==> config.mk <==
export PLATFORM = sky130hd
export DESIGN_NAME = clkgen_mc
export DESIGN_NICKNAME = d
export VERILOG_FILES = /design/src/rtl/clkgen_mc.sv
export SDC_FILE = /design/constraint.sdc
export NUM_CORES = 1
export LEC_CHECK = 0
export BUFFER_PORTS_ARGS = -buffer_cell sky130_fd_sc_hd__buf_2
export CORE_ASPECT_RATIO = 0.8
export CORE_MARGIN = 10
export CORE_UTILIZATION = 59
export CTS_BUF_LIST = sky130_fd_sc_hd__clkbuf_16
export CTS_CLUSTER_SIZE = 24
export DETAILED_ROUTE_END_ITERATION = 8
export PLACE_DENSITY = 0.79
export SYNTH_ARGS = -nofsm -noshare
export SYNTH_HDL_FRONTEND = slang
export SYNTH_SLANG_ARGS = --single-unit
==> constraint.sdc <==
create_clock -name clk -period 10.4 [get_ports clk]
set_input_delay 2.08 -clock clk [delete_from_list [all_inputs] [get_ports clk]]
set_output_delay 2.08 -clock clk [all_outputs]
set_load 0.005 [all_outputs]
==> src/rtl/clkgen_mc.sv <==
// Multi-channel square-wave generator: per-channel half-period, start phase and
// LFSR-driven bounded jitter, with glitch-free start/stop through a valid/ready port.
module clkgen_mc #(
    parameter int          NUM_CH    = 2,
    parameter int          DIV_W     = 16,
    parameter int          JIT_W     = 4,
    parameter logic [15:0] LFSR_SEED = 16'hACE1,
    localparam int         CH_W      = (NUM_CH > 1) ? $clog2(NUM_CH) : 1
) (
    input  logic              clk,
    input  logic              rst,
    input  logic              cfg_valid,
    output logic              cfg_ready,
    input  logic [CH_W-1:0]   cfg_ch,
    input  logic              cfg_en,
    input  logic [DIV_W-1:0]  cfg_half,
    input  logic [JIT_W-1:0]  cfg_jit,
    input  logic [DIV_W-1:0]  cfg_phase,
    output logic [NUM_CH-1:0] clk_out,
    output logic [NUM_CH-1:0] tick,
    output logic [NUM_CH-1:0] active
);

    // state   | meaning
    // S_IDLE  | stopped, clk_out low
    // S_PHASE | counting the start delay, clk_out low
    // S_RUN   | toggling every effective half-period
    // S_DRAIN | last high half-period after a stop, then low and idle
    typedef enum logic [1:0] {S_IDLE, S_PHASE, S_RUN, S_DRAIN} state_t;

    localparam logic [DIV_W-1:0]        D_ONE    = {{(DIV_W-1){1'b0}}, 1'b1};
    localparam logic signed [DIV_W+1:0] S_ONE    = {{(DIV_W+1){1'b0}}, 1'b1};
    localparam logic signed [DIV_W+1:0] S_MAX    = {2'b00, {DIV_W{1'b1}}};
    localparam logic [15:0]             SEED_EFF = (LFSR_SEED == 16'h0000) ? 16'h0001 : LFSR_SEED;

    state_t            r_state   [NUM_CH];
    state_t            w_state   [NUM_CH];
    logic [DIV_W-1:0]  r_cnt     [NUM_CH];
    logic [DIV_W-1:0]  w_cnt     [NUM_CH];
    logic [DIV_W-1:0]  r_half    [NUM_CH];
    logic [DIV_W-1:0]  w_half    [NUM_CH];
    logic [DIV_W-1:0]  r_sh_half [NUM_CH];
    logic [DIV_W-1:0]  w_sh_half [NUM_CH];
    logic [JIT_W-1:0]  r_jit     [NUM_CH];
    logic [JIT_W-1:0]  w_jit     [NUM_CH];
    logic [JIT_W-1:0]  r_sh_jit  [NUM_CH];
    logic [JIT_W-1:0]  w_sh_jit  [NUM_CH];
    logic [DIV_W-1:0]  w_reload  [NUM_CH];
    logic [NUM_CH-1:0] r_sh_en, w_sh_en, r_pend, w_pend, r_clk, w_clk, r_tick, w_tick;
    logic [NUM_CH-1:0] w_hit, w_apply;
    logic [15:0]       r_lfsr, w_lfsr;

    // Reload value Heff-1 with Heff = clamp(max(half,1) + sat(r, +-J), 1, 2^DIV_W-1).
    function automatic logic [DIV_W-1:0] f_reload(
        input logic [DIV_W-1:0] half,
        input logic [JIT_W-1:0] jb,
        input logic [JIT_W:0]   rr
    );
        logic signed [JIT_W+1:0] r_s;
        logic signed [JIT_W+1:0] j_max;
        logic signed [JIT_W+1:0] j_s;
        logic signed [DIV_W+1:0] sum;
        logic [DIV_W-1:0]        h;
        logic [DIV_W-1:0]        heff;
        h     = (half == '0) ? D_ONE : half;
        r_s   = $signed({rr[JIT_W], rr});
        j_max = $signed({2'b00, jb});
        if (r_s > j_max)       j_s = j_max;
        else if (r_s < -j_max) j_s = -j_max;
        else                   j_s = r_s;
        sum = $signed({2'b00, h}) + $signed({{(DIV_W-JIT_W){j_s[JIT_W+1]}}, j_s});
        if (sum < S_ONE)      heff = D_ONE;
        else if (sum > S_MAX) heff = {DIV_W{1'b1}};
        else                  heff = sum[DIV_W-1:0];
        return heff - D_ONE;
    endfunction

    // Out-of-range channel numbers are always ready and never hit a channel.
    always_comb begin
        cfg_ready = 1'b1;
        for (int i = 0; i < NUM_CH; i++) begin
            if (cfg_ch == CH_W'(i)) cfg_ready = !r_pend[i];
        end
    end

    always_comb begin
        w_hit   = '0;
        w_apply = '0;
        for (int i = 0; i < NUM_CH; i++) begin
            w_hit[i]   = cfg_valid && cfg_ready && (cfg_ch == CH_W'(i));
            w_apply[i] = r_pend[i] && (r_state[i] == S_RUN) && (r_cnt[i] == '0);
            w_reload[i] = w_apply[i] ? f_reload(r_sh_half[i], r_sh_jit[i], r_lfsr[JIT_W:0])
                                     : f_reload(r_half[i], r_jit[i], r_lfsr[JIT_W:0]);
        end
    end

    always_comb begin
        w_lfsr  = {1'b0, r_lfsr[15:1]} ^ (r_lfsr[0] ? 16'hB400 : 16'h0000);
        w_sh_en = r_sh_en;
        w_pend  = r_pend;
        w_clk   = r_clk;
        w_tick  = '0;
        for (int i = 0; i < NUM_CH; i++) begin
            w_state[i]   = r_state[i];
            w_cnt[i]     = r_cnt[i];
            w_half[i]    = r_half[i];
            w_jit[i]     = r_jit[i];
            w_sh_half[i] = r_sh_half[i];
            w_sh_jit[i]  = r_sh_jit[i];
            case (r_state[i])
                S_IDLE: begin
                    if (w_hit[i] && cfg_en) begin
                        w_half[i]  = cfg_half;
                        w_jit[i]   = cfg_jit;
                        w_cnt[i]   = cfg_phase;
                        w_state[i] = S_PHASE;
                    end
                end
                S_PHASE: begin
                    if (w_hit[i] && !cfg_en) begin
                        w_state[i] = S_IDLE;
                    end else if (r_cnt[i] == '0) begin
                        w_clk[i]   = 1'b1;
                        w_tick[i]  = 1'b1;
                        w_cnt[i]   = w_reload[i];
                        w_state[i] = S_RUN;
                    end else begin
                        w_cnt[i] = r_cnt[i] - D_ONE;
                    end
                end
                S_RUN: begin
                    if (r_cnt[i] == '0) begin
                        w_clk[i]  = !r_clk[i];
                        w_tick[i] = 1'b1;
                        w_cnt[i]  = w_reload[i];
                        if (r_pend[i]) begin
                            w_half[i] = r_sh_half[i];
                            w_jit[i]  = r_sh_jit[i];
                            w_pend[i] = 1'b0;
                            // A stop that leaves the output high must finish that high phase.
                            if (!r_sh_en[i]) w_state[i] = r_clk[i] ? S_IDLE : S_DRAIN;
                        end
                    end else begin
                        w_cnt[i] = r_cnt[i] - D_ONE;
                    end
                    if (w_hit[i]) begin
                        w_sh_half[i] = cfg_half;
                        w_sh_jit[i]  = cfg_jit;
                        w_sh_en[i]   = cfg_en;
                        w_pend[i]    = 1'b1;
                    end
                end
                S_DRAIN: begin
                    if (r_cnt[i] == '0) begin
                        w_clk[i]   = 1'b0;
                        w_tick[i]  = 1'b1;
                        w_state[i] = S_IDLE;
                    end else begin
                        w_cnt[i] = r_cnt[i] - D_ONE;
                    end
                end
                default: w_state[i] = S_IDLE;
            endcase
        end
    end

    always_ff @(posedge clk) begin
        if (rst) begin
            r_lfsr  <= SEED_EFF;
            r_sh_en <= '0;
            r_pend  <= '0;
            r_clk   <= '0;
            r_tick  <= '0;
            for (int i = 0; i < NUM_CH; i++) begin
                r_state[i]   <= S_IDLE;
                r_cnt[i]     <= '0;
                r_half[i]    <= '0;
                r_jit[i]     <= '0;
                r_sh_half[i] <= '0;
                r_sh_jit[i]  <= '0;
            end
        end else begin
            r_lfsr  <= w_lfsr;
            r_sh_en <= w_sh_en;
            r_pend  <= w_pend;
            r_clk   <= w_clk;
            r_tick  <= w_tick;
            for (int i = 0; i < NUM_CH; i++) begin
                r_state[i]   <= w_state[i];
                r_cnt[i]     <= w_cnt[i];
                r_half[i]    <= w_half[i];
                r_jit[i]     <= w_jit[i];
                r_sh_half[i] <= w_sh_half[i];
                r_sh_jit[i]  <= w_sh_jit[i];
            end
        end
    end

    always_comb begin
        for (int i = 0; i < NUM_CH; i++) active[i] = (r_state[i] != S_IDLE);
    end

    assign clk_out = r_clk;
    assign tick    = r_tick;

endmodule

Word level (Yosys, flattened, before mapping)
Memory sizes are Yosys's and may differ from the RTL's.
Cells that the tools add are included.

storage, ports and cells
  bits in writable memories = 116
  memories kept = 6
  register bits = 24
  output and inout port bits = 7
  input port bits = 41

memories
  memory     depth  width  read ports  clocked after memory_dff  write ports  line  text
  r_cnt      2      16     2           0                         2            38    logic [DIV_W-1:0] r_cnt [NUM_CH];
  r_half     2      16     2           0                         2            40    logic [DIV_W-1:0] r_half [NUM_CH];
  r_sh_half  2      16     2           0                         2            42    logic [DIV_W-1:0] r_sh_half [NUM_CH];
  r_jit      2      4      2           0                         2            44    logic [JIT_W-1:0] r_jit [NUM_CH];
  r_sh_jit   2      4      2           0                         2            46    logic [JIT_W-1:0] r_sh_jit [NUM_CH];
  r_state    2      2      2           0                         2            36    state_t r_state [NUM_CH];

cells by class
  bitwise gates (word level) = 14
  equality and inequality tests = 14
  reduce and logical (&&, ||, !) cells = 38
  add/sub/neg operators = 14
  magnitude comparators = 16
  multiplexer cells = 109

operators with widths
  cell                     number
  $mux W16                 39
  $pmux W16 S4             2
  $logic_not A16 Y1        6
  $sub A16 B1 Y16 const B  6
  $add A17 B6 Y18          4
  $gt A18 B17 Y1 const B   4
  $lt A18 B2 Y1 const B    4
  $pmux W16 S2             2
  $mux W4                  14
  $mux W6                  8
  $mux W2                  18
  $lt A5 B6 Y1             4
  $neg A4 Y6               4
  $gt A5 B5 Y1             4
  $mux W1                  18
  $pmux W2 S4              2
  $pmux W4 S2              2
  $xor A15 B16 Y16         1
  $ne A2 B2 Y1 const B     6
  $or A1 B1 Y1             12
  $logic_and A1 B1 Y1      11
  $reduce_and A5 Y1        2
  $eq A2 B2 Y1 const B     4
  $reduce_and A2 Y1        4
  other kinds (10)         24

Longest topological paths before layout
  depth in word-level cells = 14
  depth in mapped cells = 30
  depth with buffers taken out = 28

Worst setup path after synthesis
OpenSTA, ideal clock, no wires.

  kind = register -> register
  start point = memory r_sh_jit[0][0]
  end point = memory r_cnt[0][14]
  library setup time = 0.116 ns
  period minus slack after synthesis = 6.480 ns
  setup slack = 3.920 ns
  data required time = 10.284 ns
  stages on the path, launching flop included = 28
  data arrival time = 6.365 ns
  cells stage by stage = dfxtp_1 > inv_1 > ha_1 > and3_1 > ha_1 > or3b_2 > nor2_1 > nand3_1 > nand2_1 > mux2_2 > o22a_1 > ha_1 > a21o_1 > a21oi_1 > a2111oi_0 > o31a_1 > or3_1 > a221oi_1 > a41oi_1 > buf_2 > buf_2 > a21oi_1 > ha_1 > inv_1 > a221oi_2 > nand2_1 > or4b_1 > and3_1

RTL lines
  item                line
  start: declaration  46
  end: declaration    38

==> results_dict.tcl <==
set metrics [dict create \
    detail_route.wl_per_cell_um 20.7 \
    finalNetCount 2093 \
    die_w_um 195 \
    grt_overflow 0 \
    power_leakage_nw 6.17 \
    clockRootBuffer "clkbuf_16" \
    gp_congestion 0.998 \
    pwr_density_cell_nw_per_um2 331 \
    synth_cell_type_count 98 \
    cts_setup_buffers 0 \
    fin_crit_ns 7.57 \
    grt_pass1_wl_um 73300 \
    vias 14800 \
    ioPinCount 48 \
    drive_gt1_share_pct 7.95 \
    dpl_cell_area_um2 14600 \
    synthFlopType "dfxtp_1" \
    fin_tns_setup_ns 0 \
    final_core_util_pct 62.9 \
    core_area_um2 24200 \
    syn2layout_area_growth_pct 5.30 \
    cts_htree_levels 4 \
    vias_per_cell 6.58 \
    diodes 0 \
    outcome "completed" \
    cts.sinks 140 \
    numCtsBuffers 17 \
    insertion_delay_ns 0.44 \
    routed_wl_um 46800 \
    cpMostUsedCell "ha_1" \
    ys_warn_count 0 \
    worst_slew_pin_slew_ns 1.28 \
    synth_edf_count 0 \
    r2r-start "r_jit[0][4]$_SDFFE_PP0P_" \
    cp_max_fo 18 \
    reg2reg_depth 21 \
    peakVddDrop_uv 150 \
    fp-row-count 51 \
    grt_pass1_vias 13300 \
    relSlewSlack_pct 13.8 \
    ctsResizeCount 0 \
    startpoint "r_jit[0][4]$_SDFFE_PP0P_" \
    arrival_ns 7.88 \
    cp_slowest_cell "a31oi_1" \
    yosysSeqAreaShare_pct 19.4 \
    finClkSkew_ns 0.00544 \
    r2r-end "r_cnt[0][30]$_SDFFE_PP0P_" \
    ant_nets 0 \
    rsz0062_at_grt "no" \
    track_usage_pct 28.5 \
    nFillCells 2228 \
    async_flop_share_pct 0 \
    fin_area_um2 15200 \
    critPathCapture "r_cnt[0][30]$_SDFFE_PP0P_" \
    path_cells "inv_1, ha_1, and3_1, ha_1, or4_1, o21ai_2, mux2i_1, clkinv_1, ha_1, a21oi_1, o21ai_0, a21o_1, a2111oi_0, nor2_1, xnor2_1, a31oi_1, a22oi_1, and2_1, nand4_1, xor2_1, a211oi_1" \
    drt_iter0_drc 1642 \
    dpl.hpwl_um 36200 \
    required_ns 10.71 \
    port-buffer-count 47 \
    finalSetupViolCount 0 \
    antenna_found_initial 0 \
    reg2reg_setup_slack_ns 2.83 \
    hold_path.class "flop to flop" \
    die_h_um 160 \
    clk_pin_slew_ns 0.07 \
    fin_crit_sh_pct 72.8 \
    syn_area_per_cell_um2 7.23 \
    end_kind "flop" \
    cts_tree "done" \
    syn-num-nets 2165 \
    initial_core_util_pct 59.7 \
    netlist_area_um2 14400 \
    synth_cells 1997 \
    drv_slew 0 \
    fmax_mhz 132 \
    critPathLaunchType "flop" \
    drt_pass1_iterations 5 \
    synth-seq-cells 140 \
    grt_max_degree 102 \
    final-hold-violation-count 0 \
    crit_type "flop to flop" \
    clockBufferDepth 2 \
    maxCapViolCount 0 \
    fp.dieArea_um2 31200 \
    cts-hold-fix-buffers 0 \
    drcViolationCount 0 \
    max_stage_delay_ns 0.90 \
]
## stage by stage
stage	hold slack (ns)	setup slack, ns	power [mW]	cells
2_1_floorplan	0.389	3.92	3.45	1997
3_3_place_gp	0.394	3.12	4.20	2224
3_5_place_dp	0.399	3.03	4.25	2224
4_1_cts	0.414	2.99	4.91	2256
5_1_grt	0.424	2.32	5.40	2256
6_report	0.411	2.83	5.03	2256
## cell families after synthesis
kind of cell	Yosys count	share of synthesized area, %
buffers and inverters	227	6.13
muxes	66	4.65
and+or+nand+nor	731	25.0
DFF	140	19.4
AOI/OAI and AO/OA	622	28.5
xor gates and xnor gates	84	5.10
adders and majority gates	127	11.2
## worst min path at each step
stage	startpoint	endpoint	cells after the start
floorplan	r_lfsr[12]$_SDFF_PP0_	r_lfsr[11]$_SDFF_PP1_	1
global placement	r_lfsr[12]$_SDFF_PP0_	r_lfsr[11]$_SDFF_PP1_	1
detailed placement	r_lfsr[12]$_SDFF_PP0_	r_lfsr[11]$_SDFF_PP1_	1
finish	r_lfsr[12]$_SDFF_PP0_	r_lfsr[11]$_SDFF_PP1_	1
CTS	r_lfsr[12]$_SDFF_PP0_	r_lfsr[11]$_SDFF_PP1_	1
global route	r_lfsr[7]$_SDFF_PP1_	r_lfsr[6]$_SDFF_PP1_	1
## critical path: cells and delay by family (launching register included)
kind                     cells  cell delay (ns)
XOR/XNOR                     2             0.34
buffers and inverters        2             0.73
adder cells (fa/ha/maj)      3             1.02
multiplexers                 1             0.53
AO/OA/AOI/OAI                8             3.11
flip-flops                   1             0.40
AND/OR/NAND/NOR              5             1.30
## flip-flops by register name, indices dropped and copies added (netlist names)
register / count
r_jit: 8
r_half: 32
r_pend: 2
r_sh_half: 32
r_state: 4
r_sh_jit: 8
clk_out: 2
tick: 2
r_cnt: 32
r_sh_en: 2
r_lfsr: 16
## power by group
group | total, mW | switching, mW | internal, mW
Combinational | 3.64 | 2.28 | 1.36
Sequential | 0.754 | 0.120 | 0.634
Clock | 0.643 | 0.261 | 0.382
Total | 5.03 | 2.66 | 2.37
## layer usage
metal	global-route usage, %	part of all wire (%)
met1	42.2	47
met2	38.5	40
met3	8.08	11
met4	7.97	2.3
met5	0	0
## synth_stat cells, drive strengths merged (11+ instances only)
cell    count  share of area [%]
nand2     251                6.5
a21oi     180                6.3
nor2      166                4.3
dfxtp     140                 19
clkbuf    136                3.5
ha        123                 11
o21ai     113                3.9
a211oi     79                4.2
inv        74                1.9
mux2i      61                4.2
xnor2      51                3.1
a21o       42                2.2
nor3       42                1.5
nand3      37                1.4
xor2       33                2.0
nor4       30                1.4
nand2b     27                1.2
and2       26                1.1
nor2b      22               0.95
and3       21               0.91
or2        21               0.91
nand4      19               0.82
o31ai      17               0.88
o22ai      16               0.69
buf        15               0.62
or3        15               0.67
a211o      14               0.85
a22oi      14               0.76
o21a       14               0.73
a31oi      13               0.56
o211ai     13               0.68
nand3b     11               0.57
## area by class of cell
type,instances,area (µm²),area share [%]
well taps,318,398,2.62
multi-input cells,1630,10800,70.8
clock buffers,17,425,2.80
repair buffers,60,335,2.21
flip-flops and latches,140,2800,18.4
inverters,76,285,1.88
clock inverters,15,188,1.23
## cells in the final DEF (no fill, tap or decap), types with 14 or more instances in the layout
master | netlist | final
nand2_1 | 250 | 250
a21oi_1 | 179 | 175
nor2_1 | 166 | 166
dfxtp_1 | 140 | 140
ha_1 | 123 | 122
o21ai_0 | 108 | 108
a211oi_1 | 76 | 76
inv_1 | 74 | 75
mux2i_1 | 61 | 61
xnor2_1 | 51 | 51
buf_2 | 8 | 46
a21o_1 | 42 | 42
nor3_1 | 41 | 41
nand3_1 | 36 | 36
xor2_1 | 33 | 33
nor4_1 | 28 | 28
nand2b_1 | 27 | 27
and2_1 | 23 | 23
nor2b_1 | 22 | 22
and3_1 | 21 | 21
or2_2 | 21 | 21
nand4_1 | 19 | 19
o31ai_1 | 17 | 17
clkbuf_16 | 0 | 17
o22ai_1 | 16 | 16
a211o_1 | 14 | 14
o21a_1 | 14 | 14
buf_4 | 2 | 14
No activity file was read; power rests on OpenSTA's default activity.
